`src/rtl/bsg_fifo_to_dfi.sv`:
```
`default_nettype none
// ============================================================================
// Module   : bsg_fifo_to_dfi
// Brief    : Replays packed command/write streams onto a DFI 1x interface and
//            buffers returned read data into a valid/ready stream.
// Revision : 1.0
// ============================================================================
module bsg_fifo_to_dfi #(
    parameter  int dq_data_width_p = 32,
    parameter  int wr_latency_p    = 2,
    parameter  int rd_latency_p    = 4,
    parameter  int burst_cycles_p  = 2,
    parameter  int rd_fifo_els_p   = 8,
    localparam int dq_group_lp     = dq_data_width_p >> 3
) (
    input  logic                                       clk_i,
    input  logic                                       reset_i,
    input  logic                                       cmd_v_i,
    input  logic [25:0]                                cmd_data_i,
    output logic                                       cmd_yumi_o,
    input  logic                                       wr_v_i,
    input  logic [2*dq_data_width_p+2*dq_group_lp-1:0] wr_data_i,
    output logic                                       wr_yumi_o,
    output logic                                       rd_v_o,
    output logic [2*dq_data_width_p-1:0]               rd_data_o,
    input  logic                                       rd_ready_i,
    output logic [2:0]                                 dfi_bank_o,
    output logic [15:0]                                dfi_address_o,
    output logic                                       dfi_cke_o,
    output logic                                       dfi_cs_n_o,
    output logic                                       dfi_ras_n_o,
    output logic                                       dfi_cas_n_o,
    output logic                                       dfi_we_n_o,
    output logic                                       dfi_reset_n_o,
    output logic                                       dfi_odt_o,
    output logic                                       dfi_wrdata_en_o,
    output logic [2*dq_data_width_p-1:0]               dfi_wrdata_o,
    output logic [2*dq_group_lp-1:0]                   dfi_wrdata_mask_o,
    output logic                                       dfi_rddata_en_o,
    input  logic [2*dq_data_width_p-1:0]               dfi_rddata_i,
    input  logic                                       dfi_rddata_valid_i,
    output logic                                       error_o
);

    localparam int WR_SCHED_W = wr_latency_p + burst_cycles_p;
    localparam int RD_SCHED_W = rd_latency_p + burst_cycles_p;
    localparam int PTR_W      = $clog2(rd_fifo_els_p);
    localparam int CNT_W      = PTR_W + 1;
    localparam int GAP_W      = $clog2(burst_cycles_p) + 1;
    localparam int RD_W       = 2*dq_data_width_p;
    localparam int MASK_W     = 2*dq_group_lp;

    localparam logic [25:0] CMD_RESET = {3'b000, 16'h0000, 1'b0, 4'b1111, 2'b00};
    localparam logic [GAP_W-1:0] GAP_LOAD = GAP_W'(burst_cycles_p - 1);
    localparam logic [CNT_W-1:0] RES_BURST = CNT_W'(burst_cycles_p);

    // Schedules are loaded one slot short of the latency: the cycle after issue
    // is the pin cycle, and bit 0 means "pull data now, assert enable next".
    localparam logic [WR_SCHED_W-1:0] WR_BURST =
        {{(WR_SCHED_W-burst_cycles_p){1'b0}}, {burst_cycles_p{1'b1}}} << (wr_latency_p - 1);
    localparam logic [RD_SCHED_W-1:0] RD_BURST =
        {{(RD_SCHED_W-burst_cycles_p){1'b0}}, {burst_cycles_p{1'b1}}} << (rd_latency_p - 1);

    logic [25:0]             dfi_cmd_q,     dfi_cmd_d;
    logic [WR_SCHED_W-1:0]   wr_sched_q,    wr_sched_d;
    logic [RD_SCHED_W-1:0]   rd_sched_q,    rd_sched_d;
    logic [GAP_W-1:0]        gap_q,         gap_d;
    logic                    wrdata_en_q,   wrdata_en_d;
    logic [RD_W-1:0]         wrdata_q,      wrdata_d;
    logic [MASK_W-1:0]       wrmask_q,      wrmask_d;
    logic                    rddata_en_q,   rddata_en_d;
    logic [CNT_W-1:0]        res_q,         res_d;
    logic [CNT_W-1:0]        cnt_q,         cnt_d;
    logic [PTR_W-1:0]        wptr_q,        wptr_d;
    logic [PTR_W-1:0]        rptr_q,        rptr_d;
    logic                    err_q,         err_d;
    logic [RD_W-1:0]         mem_q [rd_fifo_els_p];

    logic                    w_is_cas;
    logic                    w_is_wr;
    logic                    w_is_rd;
    logic                    w_gap_zero;
    logic [CNT_W:0]          w_rd_free;
    logic                    w_ok;
    logic                    w_issue_wr;
    logic                    w_issue_rd;
    logic                    w_wr_pull;
    logic                    w_rel;
    logic                    w_deq;

    assign w_is_cas   = ~cmd_data_i[5] & cmd_data_i[4] & ~cmd_data_i[3];
    assign w_is_wr    = w_is_cas & ~cmd_data_i[2];
    assign w_is_rd    = w_is_cas &  cmd_data_i[2];
    assign w_gap_zero = (gap_q == '0);
    assign w_rd_free  = (CNT_W+1)'(rd_fifo_els_p) - ({1'b0, cnt_q} + {1'b0, res_q});
    assign w_ok       = w_is_wr ? w_gap_zero
                      : w_is_rd ? (w_gap_zero & (w_rd_free >= (CNT_W+1)'(burst_cycles_p)))
                      : 1'b1;

    assign cmd_yumi_o = cmd_v_i & w_ok;
    assign w_issue_wr = cmd_yumi_o & w_is_wr;
    assign w_issue_rd = cmd_yumi_o & w_is_rd;
    assign w_wr_pull  = wr_sched_q[0];
    assign wr_yumi_o  = w_wr_pull & wr_v_i;
    assign w_rel      = dfi_rddata_valid_i & (res_q != '0);
    assign rd_v_o     = (cnt_q != '0);
    assign w_deq      = rd_v_o & rd_ready_i;
    assign rd_data_o  = mem_q[rptr_q];

    always_comb begin
        dfi_cmd_d = {dfi_cmd_q[25:6], 4'b1111, dfi_cmd_q[1:0]};
        if (cmd_yumi_o) begin
            dfi_cmd_d = cmd_data_i;
        end

        gap_d = w_gap_zero ? gap_q : gap_q - GAP_W'(1);
        if (w_issue_wr | w_issue_rd) begin
            gap_d = GAP_LOAD;
        end

        wr_sched_d  = (wr_sched_q >> 1) | (w_issue_wr ? WR_BURST : '0);
        rd_sched_d  = (rd_sched_q >> 1) | (w_issue_rd ? RD_BURST : '0);
        wrdata_en_d = w_wr_pull;
        rddata_en_d = rd_sched_q[0];

        // A missing write beat is replaced by zeros so the burst keeps its shape.
        wrdata_d = wrdata_q;
        wrmask_d = wrmask_q;
        if (w_wr_pull) begin
            wrdata_d = wr_v_i ? wr_data_i[RD_W+MASK_W-1:MASK_W] : '0;
            wrmask_d = wr_v_i ? wr_data_i[MASK_W-1:0]           : '0;
        end

        res_d = res_q + (w_issue_rd ? RES_BURST : '0) - CNT_W'(w_rel);
        cnt_d  = cnt_q + CNT_W'(w_rel) - CNT_W'(w_deq);
        wptr_d = wptr_q + PTR_W'(w_rel);
        rptr_d = rptr_q + PTR_W'(w_deq);

        err_d = err_q | (w_wr_pull & ~wr_v_i) | (dfi_rddata_valid_i & (res_q == '0));
    end

    always_ff @(posedge clk_i or posedge reset_i) begin
        if (reset_i) begin
            dfi_cmd_q   <= CMD_RESET;
            wr_sched_q  <= '0;
            rd_sched_q  <= '0;
            gap_q       <= '0;
            wrdata_en_q <= 1'b0;
            wrdata_q    <= '0;
            wrmask_q    <= '0;
            rddata_en_q <= 1'b0;
            res_q       <= '0;
            cnt_q       <= '0;
            wptr_q      <= '0;
            rptr_q      <= '0;
            err_q       <= 1'b0;
        end else begin
            dfi_cmd_q   <= dfi_cmd_d;
            wr_sched_q  <= wr_sched_d;
            rd_sched_q  <= rd_sched_d;
            gap_q       <= gap_d;
            wrdata_en_q <= wrdata_en_d;
            wrdata_q    <= wrdata_d;
            wrmask_q    <= wrmask_d;
            rddata_en_q <= rddata_en_d;
            res_q       <= res_d;
            cnt_q       <= cnt_d;
            wptr_q      <= wptr_d;
            rptr_q      <= rptr_d;
            err_q       <= err_d;
        end
    end

    // Storage only; occupancy and pointers carry the reset state.
    always_ff @(posedge clk_i) begin
        if (w_rel) begin
            mem_q[wptr_q] <= dfi_rddata_i;
        end
    end

    assign {dfi_bank_o, dfi_address_o, dfi_cke_o, dfi_cs_n_o, dfi_ras_n_o,
            dfi_cas_n_o, dfi_we_n_o, dfi_reset_n_o, dfi_odt_o} = dfi_cmd_q;
    assign dfi_wrdata_en_o   = wrdata_en_q;
    assign dfi_wrdata_o      = wrdata_q;
    assign dfi_wrdata_mask_o = wrmask_q;
    assign dfi_rddata_en_o   = rddata_en_q;
    assign error_o           = err_q;

endmodule
`default_nettype wire

```
`config.mk`:
```
export PLATFORM = sky130hd
export DESIGN_NAME = bsg_fifo_to_dfi
export DESIGN_NICKNAME = d
export VERILOG_FILES = /design/src/rtl/bsg_fifo_to_dfi.sv
export SDC_FILE = /design/constraint.sdc
export NUM_CORES = 1
export LEC_CHECK = 0
export CAP_MARGIN = 20
export CORE_MARGIN = 2
export CORE_UTILIZATION = 25
export CTS_BUF_LIST = sky130_fd_sc_hd__clkbuf_4
export DETAILED_ROUTE_END_ITERATION = 8
export HOLD_SLACK_MARGIN = 0.1
export RECOVER_POWER = 25
export SYNTH_ARGS = -nofsm -noshare
export SYNTH_HDL_FRONTEND = slang
export SYNTH_SLANG_ARGS = --single-unit
```
`constraint.sdc`:
```
create_clock -name clk_i -period 6.3 [get_ports clk_i]
set_input_delay 1.26 -clock clk_i [delete_from_list [all_inputs] [get_ports clk_i]]
set_output_delay 1.26 -clock clk_i [all_outputs]
set_load 0.05 [all_outputs]
```
; Word level (Yosys, flattened, before mapping)
; Memories as Yosys holds them, arrays and structs flattened.
; Cells that the tools add are included.
[totals]
regBits = 125
in_bits = 168
mem_count = 1
word_cells = 64
ram_bits = 512
[memory_table]
columns = name, words, width, rd, rd_clocked_by_memory_dff, write_ports, line
row1 = mem_q, 8, 64, 1, 0, 1, 77  ; logic [RD_W-1:0] mem_q [rd_fifo_els_p];
[op_classes]
n_reduce_logical = 4
n_mux = 12
order_cmp = 1
n_eq_ne = 1
bitwise_logic = 22
addsub = 9
[op_table]
columns = cell, n
row1 = $mux W64, 1
row2 = $and A1 B1 Y1, 13
row3 = $mux W8, 1
row4 = $reduce_bool A4 Y1, 2
row5 = $sub A4 B1 Y4, 2
row6 = $add A3 B1 Y3, 2
row7 = $mux W2, 3
row8 = $mux W6, 1
row9 = $add A4 B4 Y5, 1
row10 = $ge A5 B2 Y1 const B, 1
row11 = $mux W5, 1
row12 = $or A4 B5 Y5, 1
row13 = $sub A4 B5 Y5 const A, 1
row14 = $add A4 B1 Y4, 1
row15 = $add A4 B2 Y4, 1
row16 = $logic_not A4 Y1, 1
row17 = $mux W1, 4
row18 = $not A1 Y1, 4
row19 = $mux W3, 1
row20 = $or A1 B1 Y1, 3
row21 = $or A2 B3 Y3, 1
row22 = $logic_not A2 Y1, 1
row23 = $ne A2 B1 Y1 const B, 1
row24 = $sub A2 B1 Y2 const B, 1

; Longest topological paths before layout
; Gate-level depths: netlist of the first run.
[depth]
ltp_word = 11
ltp_mapped = 13
ltp_nobuf = 13

; Worst setup path before layout of the first run
; Ideal clock, no wire load.
[synth_path]
path_kind = in2reg
from = in dfi_rddata_valid_i
to = mem mem_q[0][0] (netlist bit), enable pin
cell_stages = 3
t_required_ns = 5.735
arrival_time_ns = 6.019
path_buffers = 0
path_slack_ns = -0.284
path_cell_list = nor2b_1 -> nand2b_1 -> nor3_1
[synth_via]
elab_chain_len = 3
[synth_lines]
columns = element, line
row1 = start: declaration, 41  ; input logic dfi_rddata_valid_i,
row2 = $and A1 B1 Y1, 105  ; assign w_rel = dfi_rddata_valid_i & (res_q != '0);
row3 = $mux W1, 176  ; if (w_rel) begin
row4 = $mux W1 (implied by the code), 177  ; mem_q[wptr_q] <= dfi_rddata_i;
row5 = end: declaration, 77
; Every way passes these cells.

; Worst setup path in the final report of the first run
[layout_path]
from = reg cnt_q[1]
to = out cmd_yumi_o
[layout_via]
elab_chain_len = 7
[layout_lines]
columns = element, line
row1 = start: declaration, 73  ; logic [CNT_W-1:0] cnt_q, cnt_d;
row2 = start signal: assignment, 167  ; cnt_q <= cnt_d;
row3 = $add A4 B4 Y5, 95  ; assign w_rd_free = (CNT_W+1)'(rd_fifo_els_p) - ({1'b0, cnt_q} + {1'b0, res_q});
row4 = $sub A4 B5 Y5, 95
row5 = $ge A5 B2 Y1, 97  ; : w_is_rd ? (w_gap_zero & (w_rd_free >= (CNT_W+1)'(burst_cycles_p)))
row6 = $and A1 B1 Y1, 97
row7 = $mux W1, 97
row8 = $mux W1, 96  ; assign w_ok = w_is_wr ? w_gap_zero
row9 = $and A1 B1 Y1, 100  ; assign cmd_yumi_o = cmd_v_i & w_ok;
row10 = end: declaration, 20  ; output logic cmd_yumi_o,
; Every way passes these cells.

==> results.tsv, run 1 <==
stage	metric	value	unit
critical_path	crit_fanout	24	
layout	drive_gt1_share	27.9	%
detailed_routing	routedLengthMet1	25200	um
global_route	antenna_found_initial	15	
critical_path	rrSetupSlack	2.49	ns
min_path	min_from	rd_sched_q[0]	
clock_network	clk_pin_slew_worst_paths	0.06	ns
min_path	worstHoldPathCells	0	
synthesis	synth_flop_cell	edfxtp_1	
synthesis	synth_area_leaders	edfxtp_1, dfrtp_1, mux4_2, mux2_2, nand2_1	
timing	holdWs	0.349	ns
clock_network	tritoncts	built	
global_route	grt_pass1_wl	91400	um
min_path	holdCritPathClass	reg -> reg	
placed_design	port_buffers	335	
detailed_routing	vias_per_cell	4.33	
timing	period_minus_slack	5.64	ns
global_route	overflow	0	
detailed_routing	drtIter0Drc	674	
pwr	ir_drop	208	uV
detailed_routing	route.met3.wl	4840	um
detailed_routing	routed-via-count	13900	
detailed_routing	drc	0	
synthesis	synth_area_leader_cell	edfxtp_1	
critical_path	crit_type	reg -> out	
synthesis	ys_seq_elements	637	
synthesis	synth_edf_count	512	
timing	worst_pin_slew	1.05	ns
floorplanning	rows	115	
clock_network	cts_hold_buffers	0	
synthesis	avgSynthCellArea	18.8	um2
clock_network	clock_path_buffers	3	
floorplanning	die_w	320	um
synthesis	synth_top_area_share	61.6	%
floorplanning	die_h	320	um
timing	slew_violations	0	
detailed_routing	wl_met2	29000	um
synthesis	synth_top_family_by_area	multiplexers	
detailed_routing	top_layer	met5	
timing	finClkSkew	0.0827	ns
floorplanning	pin_count	336	
timing	fmax	0.177	GHz
global_route	grt_use_total	11.9	%
min_path	hold_end	dfi_rddata_en_o	
layout	areaGrowthSynthToFinish	29.0	%
clock_network	cts_resized	0	
synthesis	synthMostInstantiatedCell	edfxtp_1	
global_route	grt_max_degree	82	
synthesis	yosys_warnings	0	
detailed_routing	ant_nets	0	
synthesis	synthArstFlopShare	19.6	%
timing	setup_viol	0	
synthesis	synth-compound-area-share	4.18	%
critical_path	worstPathRequired	5.04	ns
detailed_routing	post_drt_wl_per_cell	18.8	um
layout	nets	1989	
floorplanning	core	98700	um2
placed_design	hpwl	35500	um
clock_network	clk_latency	0.98	ns
critical_path	r2r_cells	13	
pwr	power.density	487	nW/um2
synthesis	synth_fp_nets	1521	
timing	rsz0062_at_grt	no	
synthesis	netlist-cell-type-count	46	
global_route	grt_pass1_vias	15300	
clock_network	cts_max_level	4	
timing	fin_tns_setup	0	ns
floorplanning	initial_core_util	25.3	%
critical_path	critPathArrivalTime	4.38	ns
critical_path	r2r_start	cnt_q[1]	
synthesis	yosys.area_share.simple	2.77	%
synthesis	yosysSeqAreaShare	74.1	%
detailed_routing	routed_wirelength	60500	um
placed_design	place_congestion	0.811	
detailed_routing	first_pass_iters	5	
critical_path	worstSetupEndpointType	output port	
run	max_cap_violations	0	
synthesis	synthAdderAreaFrac	1.29	%
synthesis	synth-xor-area-share	0.246	%
synthesis	synthCells	1329	
synthesis	synth_area	25000	um2
timing	slew_headroom	30.3	%
clock_network	clock-root-buffer	clkbuf_4	
synthesis	synth_common_cells	edfxtp_1, mux4_2, dfrtp_1	
floorplanning	die_area	102000	um2
clock_network	cts_buffers	173	
timing	post-route-period-util	89.5	%
critical_path	r2r_end	res_q[3]	
synthesis	synthMuxAreaShare	14.4	%
timing	hold_violations	0	
clock_network	clock-sinks	637	
pwr	leakagePower	11.1	nW
critical_path	crit_path_start_kind	flop	
status	status	finished clean	
clock_network	post-cts-setup-buffers	0	
layout	fillCellCount	9531	
## routing by layer
| layer | GRT usage, % | vias to the layer above |
|---|---|---|
| met5 | 0 | - |
| met2 | 19.1 | 486 |
| met3 | 4.48 | 131 |
| met4 | 5.08 | 20 |
| li1 | - | 6223 |
| met1 | 14.4 | 7057 |
## state kept, by name, indices dropped and copies added, names as in the netlist
| register | flops |
|---|---|
| wptr_q | 3 |
| dfi_wrdata_mask_o | 8 |
| cnt_q | 4 |
| rptr_q | 3 |
| dfi_cmd_q | 26 |
| dfi_wrdata_o | 64 |
| gap_q | 2 |
| rd_sched_q | 5 |
| res_q | 4 |
| wr_sched_q | 3 |
| mem_q | 512 |
| dfi_wrdata_en_o | 1 |
| dfi_rddata_en_o | 1 |
| error_o | 1 |
## worst max-delay path, stage by stage, from the launching register on
cell	delay, ns
dfrtp_1	0.44
ha_1	0.30
inv_1	0.04
ha_1	0.21
fa_1	0.43
xnor2_1	0.20
nand3_2	0.38
nor3_1	0.56
a21oi_1	0.15
clkdlybuf4s50_1	0.73
## cells in the final DEF, fill, tap and decap left out, types with 4 or more instances in the layout
cell type	count
dfstp_2	4
ha_1	21
xnor2_1	4
buf_12	7
nand2_1	97
clkinv_1	28
dfrtp_1	117
o21ai_0	72
clkinv_2	7
buf_4	20
dlygate4sd3_1	51
o311ai_0	22
bufinv_16	4
mux2_2	64
o211ai_2	19
clkdlybuf4s50_1	284
clkbuf_4	253
a21oi_1	26
and3_1	22
nor2_4	6
nand2b_1	5
edfxtp_1	512
mux4_2	128
inv_1	95
## cell type report
type,count,area (um2),share of cell area [%]
clock inverters,47,322,0.998
well taps,1287,1610,5.00
clock buffers,253,1900,5.90
repair buffers,364,3700,11.5
inverters,96,363,1.13
flip-flops and latches,637,18500,57.5
diodes,3,7.51,0.0233
multi-input cells,525,5790,18.0
## cells by family (layout without fill, tap and decap cells)
family / count (synthesis) / count (layout)
flip-flops: 637 / 637
multiplexers: 192 / 192
buffers and inverters: 167 / 760
AO/OA/AOI/OAI: 152 / 152
AND/OR/NAND/NOR: 150 / 150
adder cells (fa/ha/maj): 24 / 24
XOR/XNOR: 7 / 7
other: 0 / 3
## how the worst max path moves through the flow
| stage | startpoint | end | slack [ns] | depth (start not counted) |
|---|---|---|---|---|
| CTS | cnt_q[1] | cmd_yumi_o | 0.39 | 9 |
| floorplan | dfi_rddata_valid_i | mem_q[6][0] | 1.43 | 3 |
| detailed placement | cmd_data_i[5] | cmd_yumi_o | 1.19 | 6 |
| global route | cnt_q[1] | cmd_yumi_o | 0.24 | 9 |
| global placement | cmd_data_i[5] | cmd_yumi_o | 1.22 | 6 |
| finish | cnt_q[1] | cmd_yumi_o | 0.66 | 9 |
## through the flow
stage / cell area [um2] / power [mW] / setup slack (ns) / utilization, % / cells
finish: 32200 / 15.7 / 0.664 / 32.6 / 3212
global route: 32200 / 16.5 / 0.236 / 32.6 / 3211
CTS: 32100 / 16.0 / 0.389 / 32.6 / 3207
detailed placement: 29900 / 12.2 / 1.19 / 30.3 / 2907
global placement: 29900 / 12.1 / 1.22 / 30.3 / 2907
floorplan: 25000 / 10.1 / 1.43 / - / 1329
## where the power goes
part           internal (mW)  switching [mW]  total [mW]
clock network           2.00            1.68        3.68
logic                   2.45            3.80        6.25
registers               5.30           0.441        5.75
total                   9.75            5.93        15.7
Power figures use the tool's default switching activity.
==> run 2, diff against run 1 <==
CORE_MARGIN = 5   (was 2)
GPL_ROUTABILITY_DRIVEN = 0   (was not set)
SETUP_SLACK_MARGIN = 0.2   (was not set)
==> run 2 against run 1 <==
Compared with the run above:
- non-clock buffer count rose by 11
- global-route usage shrank 0.45 points
- die area rose by 3.8%
- largest cell class unchanged
- core utilization shrank 0.29 points
- fmax decreased by 1.1%
- routed wire length up 1.2%
- worst setup slack got worse by 0.062 ns
- critical endpoint unchanged
- via count rose by 0.17%
- design area about the same
- flip-flop and latch count is the same
- count of clock-buffer cells in the layout fell by 18
==> results.tsv, run 2 (same netlist as run 1, synthesis figures left out) <==
stage	metric	value	unit
detailed_routing	routed-via-count	13900	
global_route	antenna_found_initial	13	
min_path	holdCritPathClass	reg -> reg	
detailed_routing	drc	0	
timing	hold_violations	0	
detailed_routing	top_layer	met5	
critical_path	worstSetupEndpointType	output port	
layout	fillCellCount	9708	
critical_path	crit_chain	ha_1 -> inv_1 -> ha_1 -> fa_1 -> xnor2_1 -> nand3_2 -> nor3_1 -> a21oi_1 -> clkdlybuf4s50_1	
pwr	ir_drop	295	uV
critical_path	crit_type	reg -> out	
global_route	grt_max_degree	76	
run	max_cap_violations	0	
layout	final_common_cell	edfxtp_1	
clock_network	tritoncts	built	
floorplanning	initial_core_util	25.1	%
timing	fin_tns_setup	0	ns
critical_path	cpPeakStageDelay	0.74	ns
placed_design	hpwl	36000	um
floorplanning	die_w	326	um
floorplanning	die_area	106000	um2
floorplanning	pin_count	336	
detailed_routing	wl_met2	29500	um
global_route	grt_pass1_vias	15700	
critical_path	crit_family	adder cells	
critical_path	crit_path_start_kind	flop	
floorplanning	core	99600	um2
layout	regMostFlops	mem_q	
global_route	overflow	0	
clock_network	cts_resized	0	
timing	fmax	0.176	GHz
timing	post-route-period-util	90.4	%
timing	setup_viol	0	
critical_path	crit_fanout	24	
timing	holdWs	0.349	ns
clock_network	cts_max_level	4	
clock_network	clock_path_buffers	3	
clock_network	post-cts-setup-buffers	0	
critical_path	cp.buffers_inverters	2	
critical_path	crit_top_cell	ha_1	
timing	finClkSkew	0.0572	ns
detailed_routing	vias_per_cell	4.31	
timing	period_minus_slack	5.70	ns
global_route	grt_pass1_wl	93200	um
timing	worst_pin_slew	0.990	ns
critical_path	rrSetupSlack	2.46	ns
timing	slew_headroom	33.8	%
layout	layout_common_cells	edfxtp_1, clkdlybuf4s50_1, clkbuf_4, mux4_2, dfrtp_1	
detailed_routing	drtIter0Drc	641	
layout	areaGrowthSynthToFinish	29.0	%
floorplanning	rows	116	
layout	largest_reg_flops	512	
global_route	grt_use_total	11.5	%
pwr	power.density	482	nW/um2
critical_path	worstPathRequired	5.04	ns
layout	nets	1994	
clock_network	clock-sinks	637	
detailed_routing	route.met3.wl	4850	um
timing	rsz0062_at_grt	no	
detailed_routing	post_drt_wl_per_cell	18.9	um
detailed_routing	routed_wirelength	61200	um
clock_network	cts_buffers	167	
clock_network	clk_pin_slew_worst_paths	0.06	ns
timing	slew_violations	0	
clock_network	clock-root-buffer	clkbuf_4	
critical_path	cpMaxStageDelayCell	clkdlybuf4s50_1	
clock_network	cts_hold_buffers	0	
detailed_routing	first_pass_iters	5	
status	status	finished clean	
placed_design	port_buffers	335	
detailed_routing	ant_nets	0	
clock_network	clk_latency	0.96	ns
layout	drive_gt1_share	27.6	%
floorplanning	die_h	326	um
detailed_routing	routedLengthMet1	25400	um
pwr	leakagePower	11.1	nW
pwr	p_total	15.5	mW
critical_path	critPathArrivalTime	4.44	ns
## run 2: final timing paths
path	start	end	cells after the start
min reg2reg	rd_sched_q[1]	rd_sched_q[0]	0
max	cnt_q[1]	cmd_yumi_o	9
min in group asynchronous	reset_i	dfi_wrdata_o[60]	2
max reg2reg	cnt_q[1]	res_q[3]	13
min	rd_sched_q[1]	rd_sched_q[0]	0
max in group asynchronous	reset_i	rptr_q[1]	3
## run 2: cell type report
class / instances / area [um2] / area share [%]
Antenna cell: 9 / 22.5 / 0.0699
Inverter: 96 / 362 / 1.12
Timing Repair Buffer: 375 / 3790 / 11.8
Multi-Input combinational cell: 525 / 5790 / 18.0
Tap cell: 1298 / 1620 / 5.04
Clock buffer: 235 / 1760 / 5.48
Sequential cell: 637 / 18500 / 57.5
Clock inverter: 59 / 337 / 1.05
## run 2: layer usage
metal / GRT usage, % / vias to the layer above
li1: - / 6239
met1: 13.9 / 7089
met2: 18.7 / 490
met3: 4.39 / 117
met4: 4.39 / 6
met5: 0 / -
## run 2: per-stage QoR
stage	util, %	setup slack (ns)	cells	instance area, um2
after global placement	30.2	1.36	2930	30100
after CTS	32.3	0.360	3225	32200
after floorplan	-	1.43	1329	25000
after detailed placement	30.2	1.37	2931	30100
final	32.3	0.602	3234	32200
after global routing	32.3	0.213	3227	32200
## run 2: report_power, final
part / internal (mW) / switching (mW)
clock network: 1.79 / 1.71
registers: 5.30 / 0.479
logic: 2.47 / 3.79
total: 9.56 / 5.97
